$ cat config.mk
export PLATFORM = sky130hd
export DESIGN_NAME = reg_dump_reader_flat
export DESIGN_NICKNAME = d
export VERILOG_FILES = /design/src/rtl/reg_dump_reader_pkg.sv /design/src/rtl/reg_dump_reader_if.sv /design/src/rtl/reg_dump_reader_counter.sv /design/src/rtl/reg_dump_reader.sv /design/src/flat_wrapper.sv
export SDC_FILE = /design/constraint.sdc
export NUM_CORES = 1
export LEC_CHECK = 0
export BUFFER_PORTS_ARGS = -buffer_cell sky130_fd_sc_hd__buf_2
export CORE_MARGIN = 5
export CORE_UTILIZATION = 35
export DETAILED_ROUTE_END_ITERATION = 10
export SLEW_MARGIN = 20
export SYNTH_ARGS = -nofsm -noshare
export SYNTH_HDL_FRONTEND = slang
export SYNTH_SLANG_ARGS = --single-unit
$ cat constraint.sdc
create_clock -name clk -period 4.2 [get_ports clk]
set_input_delay 0.84 -clock clk [delete_from_list [all_inputs] [get_ports clk]]
set_output_delay 0.84 -clock clk [all_outputs]
set_load 0.01 [all_outputs]
$ cat src/rtl/reg_dump_reader_pkg.sv
// reg_dump_reader_pkg
// Shared definitions for the register-dump reader: the register-index width,
// the data width and the reader FSM state encoding.
package reg_dump_reader_pkg;

    localparam int IDX_W  = 5;
    localparam int DATA_W = 32;

    // Highest index that fits in IDX_W bits; the counter must never step past it.
    localparam logic [IDX_W-1:0] IDX_MAX = '1;

    typedef logic [IDX_W-1:0]  idx_t;
    typedef logic [DATA_W-1:0] word_t;

    typedef enum logic [1:0] {
        IDLE,
        READ,
        SEND,
        FINISH
    } state_t;

endpackage

$ cat src/rtl/reg_dump_reader_if.sv
// reg_dump_reader_if
// Groups the register-file read port and the output word stream.
//   rf_addr   : register index driven to the register file's async read port
//   rf_data   : combinational read data for rf_addr
//   out_valid : out_index/out_data hold a valid word
//   out_ready : consumer accepts the word
//   out_index : register index of the presented word
//   out_data  : captured register value
// master = the reader, slave = register file plus consumer.
interface reg_dump_reader_if;
    import reg_dump_reader_pkg::*;

    idx_t  rf_addr;
    word_t rf_data;
    logic  out_valid;
    logic  out_ready;
    idx_t  out_index;
    word_t out_data;

    modport master (
        output rf_addr,
        input  rf_data,
        output out_valid,
        input  out_ready,
        output out_index,
        output out_data
    );

    modport slave (
        input  rf_addr,
        output rf_data,
        input  out_valid,
        output out_ready,
        input  out_index,
        input  out_data
    );

endinterface

$ cat src/rtl/reg_dump_reader_counter.sv
// dump_index_counter
// Register index counter for the dump reader.
//   clk, reset : clock, asynchronous active-high reset (index -> FIRST_REG)
//   load       : restart the count at FIRST_REG
//   inc        : step to the next index; ignored at LAST_REG or at the 5-bit maximum
//   idx        : current register index
//   last       : idx equals LAST_REG
module dump_index_counter
    import reg_dump_reader_pkg::*;
#(
    parameter int FIRST_REG = 0,
    parameter int LAST_REG  = 31
) (
    input  logic clk,
    input  logic reset,
    input  logic load,
    input  logic inc,
    output idx_t idx,
    output logic last
);

    localparam idx_t FIRST_IDX = idx_t'(FIRST_REG);
    localparam idx_t LAST_IDX  = idx_t'(LAST_REG);

    assign last = (idx == LAST_IDX);

    // NOTE: state registers use non-blocking assignment so every flop samples
    // the pre-edge values of the others, independent of statement order.
    always_ff @(posedge clk or posedge reset) begin
        if (reset) begin
            idx <= FIRST_IDX;
        end else if (load) begin
            idx <= FIRST_IDX;
        end else if (inc && !last && (idx != IDX_MAX)) begin
            idx <= idx + idx_t'(1);
        end
    end

endmodule

$ cat src/rtl/reg_dump_reader.sv
// reg_dump_reader
// Walks register indices FIRST_REG..LAST_REG (FIRST_REG <= LAST_REG <= 31),
// reading each one through an asynchronous register-file read port and
// presenting it as a valid/ready word stream. The XOR of every accepted word
// is kept in checksum. Read-only: it never writes the register file.
//   clk, reset : clock, asynchronous active-high reset
//   start      : request one full dump (sampled only in IDLE)
//   abort      : drop an in-progress dump (READ/SEND only), no done pulse
//   bus        : register-file read port and output word stream (master side)
//   busy       : high in every state except IDLE
//   done       : one-cycle pulse when a dump completes
//   checksum   : XOR of words accepted in the current or last dump
module reg_dump_reader
    import reg_dump_reader_pkg::*;
#(
    parameter int FIRST_REG = 0,
    parameter int LAST_REG  = 31
) (
    input  logic                clk,
    input  logic                reset,
    input  logic                start,
    input  logic                abort,
    reg_dump_reader_if.master   bus,
    output logic                busy,
    output logic                done,
    output word_t               checksum
);

    state_t state;
    state_t state_nxt;

    logic  load;
    logic  inc;
    logic  capture;
    logic  accept;
    idx_t  idx;
    logic  last;
    idx_t  out_index_q;
    word_t out_data_q;

    dump_index_counter #(
        .FIRST_REG (FIRST_REG),
        .LAST_REG  (LAST_REG)
    ) u_index (
        .clk   (clk),
        .reset (reset),
        .load  (load),
        .inc   (inc),
        .idx   (idx),
        .last  (last)
    );

    always_ff @(posedge clk or posedge reset) begin
        if (reset) begin
            state <= IDLE;
        end else begin
            state <= state_nxt;
        end
    end

    // NOTE: every signal written here gets a default first, so no path leaves
    // a value unassigned and no latch is inferred.
    always_comb begin
        state_nxt = state;
        load      = 1'b0;
        inc       = 1'b0;
        capture   = 1'b0;
        accept    = 1'b0;
        unique case (state)
            IDLE: begin
                // start beats abort here; abort has no meaning while idle.
                if (start) begin
                    load      = 1'b1;
                    state_nxt = READ;
                end
            end
            READ: begin
                if (abort) begin
                    state_nxt = IDLE;
                end else begin
                    capture   = 1'b1;
                    state_nxt = SEND;
                end
            end
            SEND: begin
                // abort outranks a coincident handshake: that word is dropped.
                if (abort) begin
                    state_nxt = IDLE;
                end else if (bus.out_ready) begin
                    accept = 1'b1;
                    if (last) begin
                        state_nxt = FINISH;
                    end else begin
                        inc       = 1'b1;
                        state_nxt = READ;
                    end
                end
            end
            FINISH: begin
                state_nxt = IDLE;
            end
            default: begin
                state_nxt = IDLE;
            end
        endcase
    end

    // NOTE: the word and checksum registers are reset explicitly because their
    // values are architecturally visible right after reset.
    always_ff @(posedge clk or posedge reset) begin
        if (reset) begin
            out_index_q <= '0;
            out_data_q  <= '0;
            checksum    <= '0;
        end else begin
            if (capture) begin
                out_index_q <= idx;
                out_data_q  <= bus.rf_data;
            end
            if (load) begin
                checksum <= '0;
            end else if (accept) begin
                checksum <= checksum ^ out_data_q;
            end
        end
    end

    // Status decodes straight from state, so reset clears them without a clock.
    assign bus.rf_addr   = idx;
    assign bus.out_index = out_index_q;
    assign bus.out_data  = out_data_q;
    assign bus.out_valid = (state == SEND);
    assign done          = (state == FINISH);
    assign busy          = (state != IDLE);

endmodule

$ cat src/flat_wrapper.sv
// flat-port wrapper written by rule: the top's interface ports become plain ports
module reg_dump_reader_flat import reg_dump_reader_pkg::*;
#(
    parameter int FIRST_REG = 0,
    parameter int LAST_REG  = 31
)
  (clk, reset, start, abort, busy, done, checksum, bus_rf_addr, bus_rf_data, bus_out_valid, bus_out_ready, bus_out_index, bus_out_data);
  reg_dump_reader_if bus_i ();
  input  logic clk;
  input  logic reset;
  input  logic start;
  input  logic abort;
  output logic busy;
  output logic done;
  output word_t checksum;
  output wire logic [$bits(bus_i.rf_addr)-1:0] bus_rf_addr;
  input wire logic [$bits(bus_i.rf_data)-1:0] bus_rf_data;
  output wire logic [$bits(bus_i.out_valid)-1:0] bus_out_valid;
  input wire logic [$bits(bus_i.out_ready)-1:0] bus_out_ready;
  output wire logic [$bits(bus_i.out_index)-1:0] bus_out_index;
  output wire logic [$bits(bus_i.out_data)-1:0] bus_out_data;
  assign bus_rf_addr = bus_i.rf_addr;
  assign bus_i.rf_data = bus_rf_data;
  assign bus_out_valid = bus_i.out_valid;
  assign bus_i.out_ready = bus_out_ready;
  assign bus_out_index = bus_i.out_index;
  assign bus_out_data = bus_i.out_data;
  reg_dump_reader #(.FIRST_REG(FIRST_REG), .LAST_REG(LAST_REG)) u_core (.clk(clk), .reset(reset), .start(start), .abort(abort), .bus(bus_i), .busy(busy), .done(done), .checksum(checksum));
endmodule
# Word level (Yosys, flattened, before mapping)
# Cells that the tools add are included.
# word_totals
regBits	76
latch_bits	0
ramBits	0
romBits	0
in_bits	37
output_inout_bits	77
elab_cells	43
memories	0
# classes
n_addsub	1
mul	0
div	0
order_cmp	0
eq_ne	7
n_shift	0
muxes	21
bitwise	1
n_reduce_logical	8
# op_table
op	n
two-way mux 32 bit	2
bitwise XOR 32 bit	1
two-way mux 1 bit	11
two-way mux 2 bit	5
two-way mux 5 bit	2
one-hot mux 2 bit (4 select lines)	1
nonzero test 2 bit	3
adder 5 x 1 -> 5 bit (second input constant)	1
equality test 5 bit (second input constant)	1
inequality test 5 bit (second input constant)	1
equality test 2 bit (second input constant)	2
inequality test 3 x 2 -> 1 bit (second input constant)	1
equality test 2 x 1 -> 1 bit (second input constant)	1
logical AND 1 bit	2
logical NOT 2 bit	1
inequality test 2 bit (second input constant)	1
AND reduction 2 bit	1
logical NOT 1 bit	1

# Depth between registers and ports, before layout
# logic_depth
ltp_word	9
mapped_depth	6
ltp_nobuf	5

# Cells and area by module
# Synthesis repeated with hierarchy kept, for this count alone.
# unflattened
cells_unflattened	254
hier_area_um2	3234.4
# modules_own_cells
mod	n_inst	cells_per_inst	area_each_um2	seq_area_each_um2
reg_dump_reader	1	231	2972.9	1776.7
dump_index_counter	1	23	261.5	125.1

# Worst setup path after synthesis
# Ideal clock, no wire load.
# synth_path
path_type	reg-to-reg
from	register u_core.u_index.idx[0]
to	register u_core.u_index.idx[3]
setup_ns	0.077
arrival_ns	1.777
required_time_ns	4.123
setup_slack_ns	2.345
stages_incl_launch_ff	7
path_buffers	1
period_less_slack_ns	1.855
path_cell_list	dfrtp_1 ha_1 and3_1 ha_1 clkbuf_1 or4_1 a21oi_1
# synth_between
elab_chain_cells	8
elab_cells_between_ends	13
classes_between	add/sub (1); eq/ne (2); mux (6); reduce/logical (4)
# synth_rtl
element	line_no	rtl
start: declaration	reg_dump_reader_counter.sv:18	output idx_t idx,
start signal: assignment	reg_dump_reader_counter.sv:35	idx <= idx + idx_t'(1);
equality test 5 bit	reg_dump_reader_counter.sv:25	assign last = (idx == LAST_IDX);
two-way mux 1 bit	reg_dump_reader.sv:91	if (last) begin
two-way mux 1 bit	reg_dump_reader.sv:89	end else if (bus.out_ready) begin
two-way mux 1 bit	reg_dump_reader.sv:87	if (abort) begin
two-way mux 1 bit	reg_dump_reader.sv:69	unique case (state)
logical AND 1 bit (2 in a row)	reg_dump_reader_counter.sv:34	end else if (inc && !last && (idx != IDX_MAX)) begin
nonzero test 2 bit (no source line)	--	
# Parallel ways exist; a longest one is shown, timed or not. The select of a mux whose other input is x is not followed.
# A chain may end at the register's enable or synchronous reset.

# Final worst setup path
# layout_path
from	input port bus_out_ready
to	register u_core.checksum[26]
# layout_between
elab_chain_cells	4
# layout_rtl
element	line_no	rtl
start: declaration	flat_wrapper.sv:19	input wire logic [$bits(bus_i.out_ready)-1:0] bus_out_ready;
two-way mux 1 bit	reg_dump_reader.sv:89	
two-way mux 1 bit	reg_dump_reader.sv:87	
two-way mux 1 bit	reg_dump_reader.sv:69	
nonzero test 2 bit (no source line)	--	
end signal: assignment	reg_dump_reader.sv:123	checksum <= checksum ^ out_data_q;
end: declaration	reg_dump_reader.sv:26	output word_t checksum
# Every way passes these cells.

==> flow_summary.yaml <==
worst_setup_path:
  timing.rr.end: "u_core.checksum[26]$_DFFE_PP0P_"
  r2r_cells: 4
  cp_slowest_cell: "nor4bb_4"
  crit_chain: "buf_2 > nor4bb_4 > buf_4 > nand2_1 > mux2i_1"
  crit_type: "input pin to flop"
  critical_path_arrival_ps: 2440
  cp_max_fo: 19
  endpoint: "u_core.checksum[26]$_DFFE_PP0P_"
  crit_required_ps: 4410
  startpoint: "bus_out_ready"
  critPathMaxStageDelay_ps: 870
  setup.worst_path.end_class: "flop"
  reg2reg_setup_slack_ps: 2120
  startpoint_type: "input pin"
  reg2reg_from: "u_core.state[0]$_DFFE_PP0P_"
synth:
  synth_common_cells: "dfrtp_1 (76), nand2_1 (66), mux2_2 (37)"
  synth_compound_gate_area_share_pct: 1.80
  synth-simple-area-share_pct: 11.7
  syn_inst: 254
  synth_edf_count: 0
  synth_top_area_share_pct: 59.5
  synth_top_family_by_area: "multiplexers"
  synth_flop_cell: "dfrtp_1"
  yosys.area_share.xor_xnor_pct: 0
  yosysTopAreaCell: "dfrtp_1"
  async_reset_ff_share_pct: 100
  yosysMostFrequentCell: "dfrtp_1"
  netlist_area_sq_um: 3200
  syn_nets: 293
  ys_ff_latch: 76
  postSynthAreaPerCell_sq_um: 12.6
  yosysSeqAreaShare_pct: 59.5
  yosysWarnings: 0
  synth_cell_type_count: 27
  synth_fa_ha_area_share_pct: 0.782
  yosys-mux-area-fraction_pct: 23.4
  synthTopCellsByArea: "dfrtp_1 (59%), mux2_2 (13%), mux2i_1 (10%)"
clock_tree:
  path_clk_slew_ps: 80
  cts_resized: 0
  clockBufferDepth: 2
  cts-buffers-inserted: 9
  clock_latency_ps: 330
  cts_tree: "done"
  htreeDepth: 3
  post_cts_buffers: 0
  cts_root_buf: "clkbuf_8"
  ctsHoldBuffers: 0
  cts_sinks: 76
sta:
  fin_setup_tns_ps: 0
  setup_viol: 0
  fin_crit_sh_pct: 53.0
  worst_pin_slew_ps: 1040
  fin_worst_skew_ps: 8.13
  hold_viol_final: 0
  slew_viol_final: 0
  max_freq_mhz: 450
  relSlewSlack_pct: 30.3
  rsz0062_at_grt: "false"
  min_period_ps: 2220
floorplan:
  die_w_microns: 106
  core-area_sq_um: 8810
  die_h_microns: 106
  initial_core_util_pct: 36.3
  fp-row-count: 34
  ioPinCount: 114
  die_area_sq_um: 11100
finish:
  final_nets: 408
  antenna_cells: 0
  fill_cells: 871
  drive_above_1_share_pct: 45.8
  areaGrowthSynthToFinish_pct: 25.7
route:
  drtIter0Drc: 73
  detail_route.wl_per_cell_microns: 14.6
  totalWireLength_microns: 7000
  via_per_inst: 4.77
  num_vias: 2295
  drcViolationCount: 0
  dr.pass1.iters: 4
  drtAntennaViolNets: 0
global_routing:
  grt_pass1_wl_microns: 12000
  antenna_found_initial: 0
  overflow: 0
  grt_max_degree: 55
  track_usage_pct: 13.3
  grt_pass1_vias: 2430
worst_hold_path:
  hp-class: "input pin to asynchronous set/reset pin"
pwr:
  total_power_mw: 1.92
  p_per_area_nw_per_um2: 477
  ir_drop_mv: 0.184
  leakagePower_nw: 2.23
place:
  hpwlAfterDp_microns: 5090
  port_buffers: 113
  place_congestion: 0.696
status:
  outcome: "completed"
run:
  maxCapViolCount: 0
[power breakdown]
part	switching, mW	internal (mW)	leakage, nW	total [mW]
sequential	0.117	0.879	0.982	0.996
clock	0.248	0.209	0.0800	0.458
combinational	0.230	0.235	1.17	0.464
[worst max-delay path, delay by kind of cell]
kind,cells,cell delay [ps]
muxes,1,120
buffers and inverters,2,500
and+or+nand+nor,2,970
[worst min path at each step]
stage	depth (start not counted)	endpoint	start	slack, ps
floorplan	1	u_core.checksum[25]$_DFFE_PP0P_	u_core.checksum[25]$_DFFE_PP0P_	510
global placement	1	u_core.checksum[30]$_DFFE_PP0P_	u_core.checksum[30]$_DFFE_PP0P_	450
detailed placement	1	u_core.checksum[8]$_DFFE_PP0P_	u_core.checksum[8]$_DFFE_PP0P_	460
CTS	1	u_core.checksum[4]$_DFFE_PP0P_	u_core.checksum[4]$_DFFE_PP0P_	470
global route	2	u_core.bus.out_data[12]$_DFFE_PP0P_	reset	420
finish	2	u_core.bus.out_data[10]$_DFFE_PP0P_	reset	420
[cells by family after synthesis]
family	Yosys count
AO/OA/AOI/OAI	10
adder cells (fa/ha/maj)	2
buffers and inverters	15
flip-flops	76
multiplexers	70
AND/OR/NAND/NOR	81
[layer usage]
metal / GRT usage, % / share of wire (%)
met1: 16.7 / 44
met2: 21.5 / 47
met3: 4.40 / 8.3
met4: 5.00 / 0.93
met5: 0 / 0
[state kept, by name, indices dropped and copies added, names as in the netlist]
name                  count
u_core.state              2
u_core.bus.out_data      32
u_core.bus.out_index      5
u_core.u_index.idx        5
u_core.checksum          32
[cell usage in the layout, fill, tap and decap left out, types with 3 or more instances in the layout]
cell,instances
buf_2,113
dfrtp_1,76
nand2_1,66
mux2_2,37
mux2i_1,33
clkbuf_8,9
a21oi_1,4
clkinv_2,4
nand3b_1,3
o21ai_0,3
clkbuf_1,3
[per-stage QoR]
stage,hold WS (ps),instances,setup WS (ps),utilization [%],cell area (sq um)
global placement,453,465,1640,43.7,3850
floorplan,509,254,1420,-,3200
CTS,474,480,1910,45.4,4000
detailed placement,463,465,1530,43.7,3850
global route,418,481,1770,45.7,4020
finish,420,481,1980,45.7,4020
[cell type report]
cell class	count	area, sq um	share of cell area (%)
Clock buffer	12	135	3.36
Inverter	3	12.5	0.311
Tap cell	108	135	3.36
Multi-Input combinational cell	163	1220	30.3
Sequential cell	76	1900	47.3
Timing Repair Buffer	116	601	14.9
Clock inverter	3	15.0	0.373
(Power assumes the default switching activity.)
